### config.mk
export PLATFORM = sky130hd
export DESIGN_NAME = prog_loader
export DESIGN_NICKNAME = d
export VERILOG_FILES = /design/src/rtl/prog_loader.sv
export SDC_FILE = /design/constraint.sdc
export NUM_CORES = 1
export LEC_CHECK = 0
export CORE_MARGIN = 4
export CORE_UTILIZATION = 60
export CTS_BUF_LIST = sky130_fd_sc_hd__clkbuf_8
export DETAILED_ROUTE_END_ITERATION = 6
export GPL_TIMING_DRIVEN = 0
export PLACE_DENSITY = 0.93
export SETUP_SLACK_MARGIN = 0.02
export SLEW_MARGIN = 25
export SYNTH_ARGS = -nofsm -noshare
export SYNTH_HDL_FRONTEND = slang
export SYNTH_SLANG_ARGS = --single-unit
### constraint.sdc
create_clock -name sys_clk -period 4.4 [get_ports sys_clk]
set_clock_uncertainty 0.15 [all_clocks]
set_input_delay 0.66 -clock sys_clk [delete_from_list [all_inputs] [get_ports sys_clk]]
set_output_delay 0.66 -clock sys_clk [all_outputs]
set_load 0.005 [all_outputs]
### src/rtl/prog_loader.sv
// Boot-time program loader: reads a length-prefixed image from a flash byte stream into PRAM.
// Optional trailing checksum byte verification is enabled by defining PROG_LOADER_CHECKSUM_EN.
module prog_loader #(
   parameter logic [15:0] TIMEOUT_CYCLES = 16'd50000
) (
   input  logic       sys_clk,
   input  logic       sys_rst,
   input  logic       start,
   input  logic       byte_valid,
   input  logic [7:0] byte_data,
   output logic       flash_strt,
   output logic       pram_wre,
   output logic [7:0] pram_addr,
   output logic [7:0] pram_data,
   output logic       busy,
   output logic       done,
   output logic [1:0] err_code,
   output logic [7:0] byte_count
);

   typedef enum logic [2:0] {
      S_IDLE, S_REQ, S_LEN, S_LOAD, S_CSUM, S_DONE, S_ERR
   } state_t;

   localparam logic [15:0] TMO_LAST = TIMEOUT_CYCLES - 16'd1;

   state_t      state, state_nxt;
   logic [7:0]  len_q, len_nxt;
   logic [15:0] tmo_cnt, tmo_nxt;
   logic [7:0]  cnt_nxt, addr_nxt, data_nxt;
   logic [1:0]  err_nxt;
   logic        wre_nxt;
   logic        tmo_hit;
`ifdef PROG_LOADER_CHECKSUM_EN
   logic [7:0]  sum_q, sum_nxt;
`endif

   // A byte arriving in the final idle cycle wins over the timeout.
   assign tmo_hit = (tmo_cnt == TMO_LAST) && !byte_valid;

   always_comb begin
      state_nxt = state;
      len_nxt   = len_q;
      tmo_nxt   = tmo_cnt;
      cnt_nxt   = byte_count;
      addr_nxt  = pram_addr;
      data_nxt  = pram_data;
      err_nxt   = err_code;
      wre_nxt   = 1'b0;
`ifdef PROG_LOADER_CHECKSUM_EN
      sum_nxt   = sum_q;
`endif
      if (state inside {S_LEN, S_LOAD, S_CSUM})
         tmo_nxt = byte_valid ? 16'd0 : tmo_cnt + 16'd1;

      case (state)
         S_IDLE, S_DONE, S_ERR: begin
            if (start) begin
               state_nxt = S_REQ;
               cnt_nxt   = 8'd0;
               err_nxt   = 2'b00;
               tmo_nxt   = 16'd0;
`ifdef PROG_LOADER_CHECKSUM_EN
               sum_nxt   = 8'd0;
`endif
            end
         end
         S_REQ: state_nxt = S_LEN;
         S_LEN: begin
            if (byte_valid) begin
               if (byte_data == 8'd0) begin
                  state_nxt = S_ERR;
                  err_nxt   = 2'b01;
               end else begin
                  len_nxt   = byte_data;
                  state_nxt = S_LOAD;
               end
            end else if (tmo_hit) begin
               state_nxt = S_ERR;
               err_nxt   = 2'b10;
            end
         end
         S_LOAD: begin
            if (byte_valid) begin
               wre_nxt  = 1'b1;
               addr_nxt = byte_count;
               data_nxt = byte_data;
               cnt_nxt  = byte_count + 8'd1;
`ifdef PROG_LOADER_CHECKSUM_EN
               sum_nxt  = sum_q + byte_data;
               if (byte_count + 8'd1 == len_q) state_nxt = S_CSUM;
`else
               if (byte_count + 8'd1 == len_q) state_nxt = S_DONE;
`endif
            end else if (tmo_hit) begin
               state_nxt = S_ERR;
               err_nxt   = 2'b10;
            end
         end
         S_CSUM: begin
`ifdef PROG_LOADER_CHECKSUM_EN
            if (byte_valid) begin
               if (byte_data == sum_q) begin
                  state_nxt = S_DONE;
               end else begin
                  state_nxt = S_ERR;
                  err_nxt   = 2'b11;
               end
            end else if (tmo_hit) begin
               state_nxt = S_ERR;
               err_nxt   = 2'b10;
            end
`else
            state_nxt = S_DONE;
`endif
         end
         default: state_nxt = S_IDLE;
      endcase
   end

   // Register stage: state plus every output, decoded from the next state.
   always_ff @(posedge sys_clk or posedge sys_rst) begin
      if (sys_rst) begin
         state      <= S_IDLE;
         len_q      <= 8'd0;
         tmo_cnt    <= 16'd0;
         byte_count <= 8'd0;
         pram_wre   <= 1'b0;
         pram_addr  <= 8'd0;
         pram_data  <= 8'd0;
         err_code   <= 2'b00;
         flash_strt <= 1'b0;
         busy       <= 1'b0;
         done       <= 1'b0;
`ifdef PROG_LOADER_CHECKSUM_EN
         sum_q      <= 8'd0;
`endif
      end else begin
         state      <= state_nxt;
         len_q      <= len_nxt;
         tmo_cnt    <= tmo_nxt;
         byte_count <= cnt_nxt;
         pram_wre   <= wre_nxt;
         pram_addr  <= addr_nxt;
         pram_data  <= data_nxt;
         err_code   <= err_nxt;
         flash_strt <= (state_nxt == S_REQ);
         busy       <= (state_nxt inside {S_REQ, S_LEN, S_LOAD, S_CSUM});
         done       <= (state_nxt == S_DONE);
`ifdef PROG_LOADER_CHECKSUM_EN
         sum_q      <= sum_nxt;
`endif
      end
   end

endmodule

# --- Word-level counts from Yosys, hierarchy flattened ---
# Index checks and enable logic that the tools add are counted.
classes:
  addsub: 2
  n_eq_ne: 17
  n_mux: 22
  bitwise: 1
  n_reduce_logical: 13
op_table:
  columns: ["operator", "n"]
  rows:
  - ["$mux 16", 4]
  - ["$mux 3", 6]
  - ["$add 16x1->16 const B", 1]
  - ["$eq 16x16->1 const B", 1]
  - ["$mux 8", 2]
  - ["$pmux 8 s2", 1]
  - ["$eq 3x3->1 const B", 5]
  - ["$pmux 3 s5", 1]
  - ["$eq 3x2->1 const B", 4]
  - ["$mux 2", 5]
  - ["$add 8x1->8 const B", 1]
  - ["$eq 8x8->1", 1]
  - ["$logic_not 8->1", 1]
  - ["$eq 3x1->1 const B", 2]
  - ["$ne 2x2->1 const B", 3]
  - ["$pmux 2 s3", 1]
  - ["$reduce_and 3->1", 2]
  - ["$reduce_bool 3->1", 2]
  - ["$reduce_and 4->1", 1]
  - ["$reduce_bool 4->1", 1]
  - ["$logic_not 3->1", 1]
  - ["$ne 3x2->1 const B", 1]
  - ["$reduce_or 3->1", 1]
  - ["$mux 1", 2]
  - ["5 further kinds", 5]
totals:
  regBits: 57
  in_bits: 12
  output_inout_bits: 30
  elab_cells: 66

# --- Longest topological paths before layout ---
depth:
  depth_word: 7
  depth_mapped: 8
  mapped_depth_nobuf: 7

# --- Worst setup path before layout ---
# No wires, ideal clock.
synth_timing:
  path_kind: "in2reg"
  from: "in byte_data[2]"
  to: "reg err_code[0]"
  setup_ps: 121
  arrival_time_ps: 2064
  required_ps: 4129
  setup_slack_ps: 2065
  stages: 7
  n_path_buf: 1
  cell_sequence: "or4_1 > or2_0 > and2_1 > buf_6 > nor2_4 > o21ai_0 > a22o_1"
synth_via:
  elab_chain_cells: 3
synth_rtl:
  columns: ["item", "line_no", "text"]
  rows:
  - ["start: declaration", "10", "input logic [7:0] byte_data,"]
  - ["$logic_not 8->1", "71", "if (byte_data == 8'd0) begin"]
  - ["$ne 3x2->1 (no line)", null, null]
  - ["$reduce_and 4->1 (no line)", null, null]
  - ["end signal: assignment", "146", "err_code <= err_nxt;"]
  - ["end: declaration", "17", "output logic [1:0] err_code,"]
# Every way passes these cells.
# A chain may end at the register's enable or synchronous reset.

# --- Worst setup path in the final report ---
layout_timing:
  from: "in byte_valid"
  to: "reg tmo_cnt[11]"
layout_via:
  elab_chain_cells: 4
layout_rtl:
  columns: ["item", "line_no", "text"]
  rows:
  - ["start: declaration", "9", "input logic byte_valid,"]
  - ["$mux 16 (*)", "54", "tmo_nxt = byte_valid ? 16'd0 : tmo_cnt + 16'd1;"]
  - ["$mux 16 (*)", "53", "if (state inside {S_LEN, S_LOAD, S_CSUM})"]
  - ["$mux 16", "58", "if (start) begin"]
  - ["$mux 16 (*)", "56", "case (state)"]
  - ["via tmo_nxt[11]", "29", "logic [15:0] tmo_cnt, tmo_nxt;"]
  - ["end signal: assignment", "141", "tmo_cnt <= tmo_nxt;"]
  - ["end: declaration", "29", null]
# Mark *: on every way through the listed nets, which the timed path passes. The rest lies on a longest branch.

==> flow_summary_export.csv <==
group,metric,value,unit
sta,fin_crit_sh,61.11,%
floorplan,dieHeight,77.02,um
placement,portBuffers,41,
critical_path,crit_chain,"clkdlybuf4s50_1 > clkbuf_1 > a21oi_1 > o21ai_1 > clkbuf_1 > nor2_1",
routing,drt_iter0_drc,213,
routing,finalWirelength,6.272,mm
synthesis,avgSynthCellArea,9.339,um2
finish,final_common_cell,"nand2_1",
placement,place_congestion,0.9221,
floorplan,die_x,77.02,um
global_routing,grt_pass1_vias,2282,
synthesis,synth_seq_area_share,49.91,%
synthesis,synth_warnings,0,
finish,n_antenna_cell,0,
critical_path,arrival,2740,ps
finish,stdcell_area,3498,um2
routing,vias,2347,
global_routing,grt_max_degree,58,
sta,maxSlewHeadroom,55.16,%
finish,final_net_count,372,
hold_path,hp-class,"flop to flop",
finish,drive_above_1_share,9.972,%
sta,setup_viol,0,
synthesis,syn-instance-count,306,
pwr,combPwrFrac,41.2,%
global_routing,grt_pass1_wl,10.81,mm
finish,final_cell_mix,"nand2_1 (75), dfrtp_1 (57), clkdlybuf4s50_1 (41), nor2_1 (32)",
floorplan,num_io_pins,42,
pwr,pwr-share-clk,20.3,%
sta,max_freq,371.9,MHz
synthesis,synth-main-ff-cell,"dfrtp_1",
sta,finalCriticalPeriod,2689,ps
pwr,p_int,1.286,mW
hold_path,whs_endpoint,"pram_addr[1]",
global_routing,grt_overflow,0,
critical_path,path_common_cell,"clkbuf_1",
critical_path,crit_type,"input pin to flop",
clock_tree,cts_max_path_buffers,2,
finish,area_growth,22.42,%
critical_path,setup.worst_path.start,"byte_valid",
hold_path,min_delay_path_depth,2,
floorplan,rows,24,
critical_path,r2r-start,"state[0]",
pwr,p_leak,1.544,nW
hold_path,hp-start,"pram_addr[1]",
routing,ant_nets,0,
pwr,p_seq_share,38.5,%
clock_tree,clkLatencyLatePin,330,ps
sta,hold_viol,0,
pwr,vdd_drop_max,0.3757,mV
synthesis,synth_seq_cells,57,
clock_tree,cts_setup_buffers,0,
run_status,run_status,"complete, no violations",
synthesis,synth_edf_count,0,
critical_path,worstSetupStartpointType,"input pin",
sta,totalNegativeSetupSlack,0,ps
floorplan,core,4474,um2
clock_tree,cts_resized,0,
pwr,switching_share,35.76,%
routing,drc_errors,0,
synthesis,synthTopCellsByArea,"dfrtp_1 (50%), nand2_1 (9.9%), xnor2_1 (5.2%)",
sta,finalMaxSlewViolations,0,
routing,wl_per_cell,15.19,um
floorplan,start_util,63.87,%
critical_path,worstPathRequired,4450,ps
clock_tree,cts_tree,"done",
clock_tree,cts_hold_buf,0,
routing,first_pass_iters,4,
clock_tree,clock_sinks,57,
critical_path,critical_path.endpoint_type,"flop",
global_routing,grt_usage,23.09,%
synthesis,synth_top_area_share,49.91,%
floorplan,die-area,5931,um2
synthesis,syn_nets,320,
synthesis,yosysTopAreaCell,"dfrtp_1",
synthesis,synth_cell_types,48,
critical_path,worstPathMaxFanout,10,
critical_path,rr_worst_depth,7,
critical_path,cpPeakStageDelay,590,ps
clock_tree,htreeDepth,3,
clock_tree,cts-root-buf,"clkbuf_8",
clock_tree,numCtsBuffers,9,
pwr,p_sw,0.7159,mW
pwr,powerDensity,572.2,nW/um2
routing,avgViaCountPerCell,5.683,
placement,dp_hpwl,4.380,mm
global_routing,antenna_found_initial,0,
sta,rsz0062_at_grt,"no",
synthesis,syn_area,2858,um2
clock_tree,clk_pin_slew_worst_paths,60,ps
finish,fillCellCount,292,
critical_path,r2r-end,"tmo_cnt[15]",
synthesis,synthArstFlopShare,100.0,%
critical_path,regToRegSetupSlack,2040,ps
critical_path,cp_slowest_cell,"clkdlybuf4s50_1",
placement,place_area,3336,um2
job,cap_violations,0,
sta,tightest_slew,672.7,ps
## sequential cells by signal, summed over array words and instances, names as in the netlist
name and count:
flash_strt 1, pram_wre 1, err_code 2, pram_data 8, state 3, done 1
tmo_cnt 16, pram_addr 8, busy 1, len_q 8, byte_count 8
## through the flow
stage,hold WS [ps],cells,utilization (%),worst slack [ps],total power [mW]
detailed placement,311.5,399,74.55,1417,1.592
floorplan,319.7,306,-,2065,1.284
finish,321.6,413,78.19,1711,2.002
CTS,326.2,413,78.19,1735,2.010
global route,343.6,413,78.19,1486,2.138
global placement,307.0,399,74.50,1240,1.552
## power groups by stage
| stage | sequential, mW | combinational (mW) | clock (mW) |
|---|---|---|---|
| after floorplan | 0.761 | 0.523 | 0 |
| after global placement | 0.768 | 0.784 | 0 |
| after detailed placement | 0.774 | 0.817 | 0 |
| after CTS | 0.768 | 0.830 | 0.412 |
| after global routing | 0.788 | 0.913 | 0.437 |
| final | 0.771 | 0.825 | 0.406 |
## layer usage
metal	wire length [um]	track usage, %
met1	2894	31.71
met2	2938	35.19
met3	299	4.098
met4	139	11.92
met5	0	0
## cells in the mapped netlist (2+ instances only)
master and n:
dfrtp_1 57, o2111ai_1 2, nand4_1 3, inv_1 5
xnor2_1 17, buf_6 2, and2_1 5, clkbuf_1 7
a31oi_1 2, nand2_1 75, o21ai_0 17, xor2_1 12
buf_2 3, nand3_1 8, mux2_2 10, ha_1 2
o211ai_1 2, nand2b_1 3, nor3_1 2, a21oi_1 9
or4_1 3, and3_1 2, nor2_1 32, a22o_1 2
## worst max-delay path: cells and delay by family
kind,cells,cell delay [ps]
compound gates,2,570
buf+inv,3,1390
simple gates,1,120
## cell families after synthesis
logic type,synth area share [%]
flops,49.91
xor+xnor,8.888
fa+ha+maj,0.8755
compound gates,9.019
mux,4.291
simple gates,23.99
buf+inv,3.021
## worst max-delay path by stage
stage,depth (start not counted),slack [ps],end
2_1_floorplan,7,2060,err_code[0]
3_3_place_gp,2,1240,pram_addr[4]
3_5_place_dp,6,1420,tmo_cnt[11]
4_1_cts,6,1740,tmo_cnt[11]
5_1_grt,6,1490,tmo_cnt[11]
6_report,6,1710,tmo_cnt[11]
## area by class of cell
cell class                      instances  area, um2  area share, %
Clock inverter                          3      11.26         0.3219
Clock buffer                           11      151.4          4.328
Buffer                                 12      63.81          1.824
Multi-Input combinational cell        231       1345          38.45
Timing Repair Buffer                   41      410.4          11.73
Sequential cell                        57       1426          40.77
Inverter                                6      25.02         0.7153
Tap cell                               52      65.06          1.860
(Power assumes the default switching activity.)
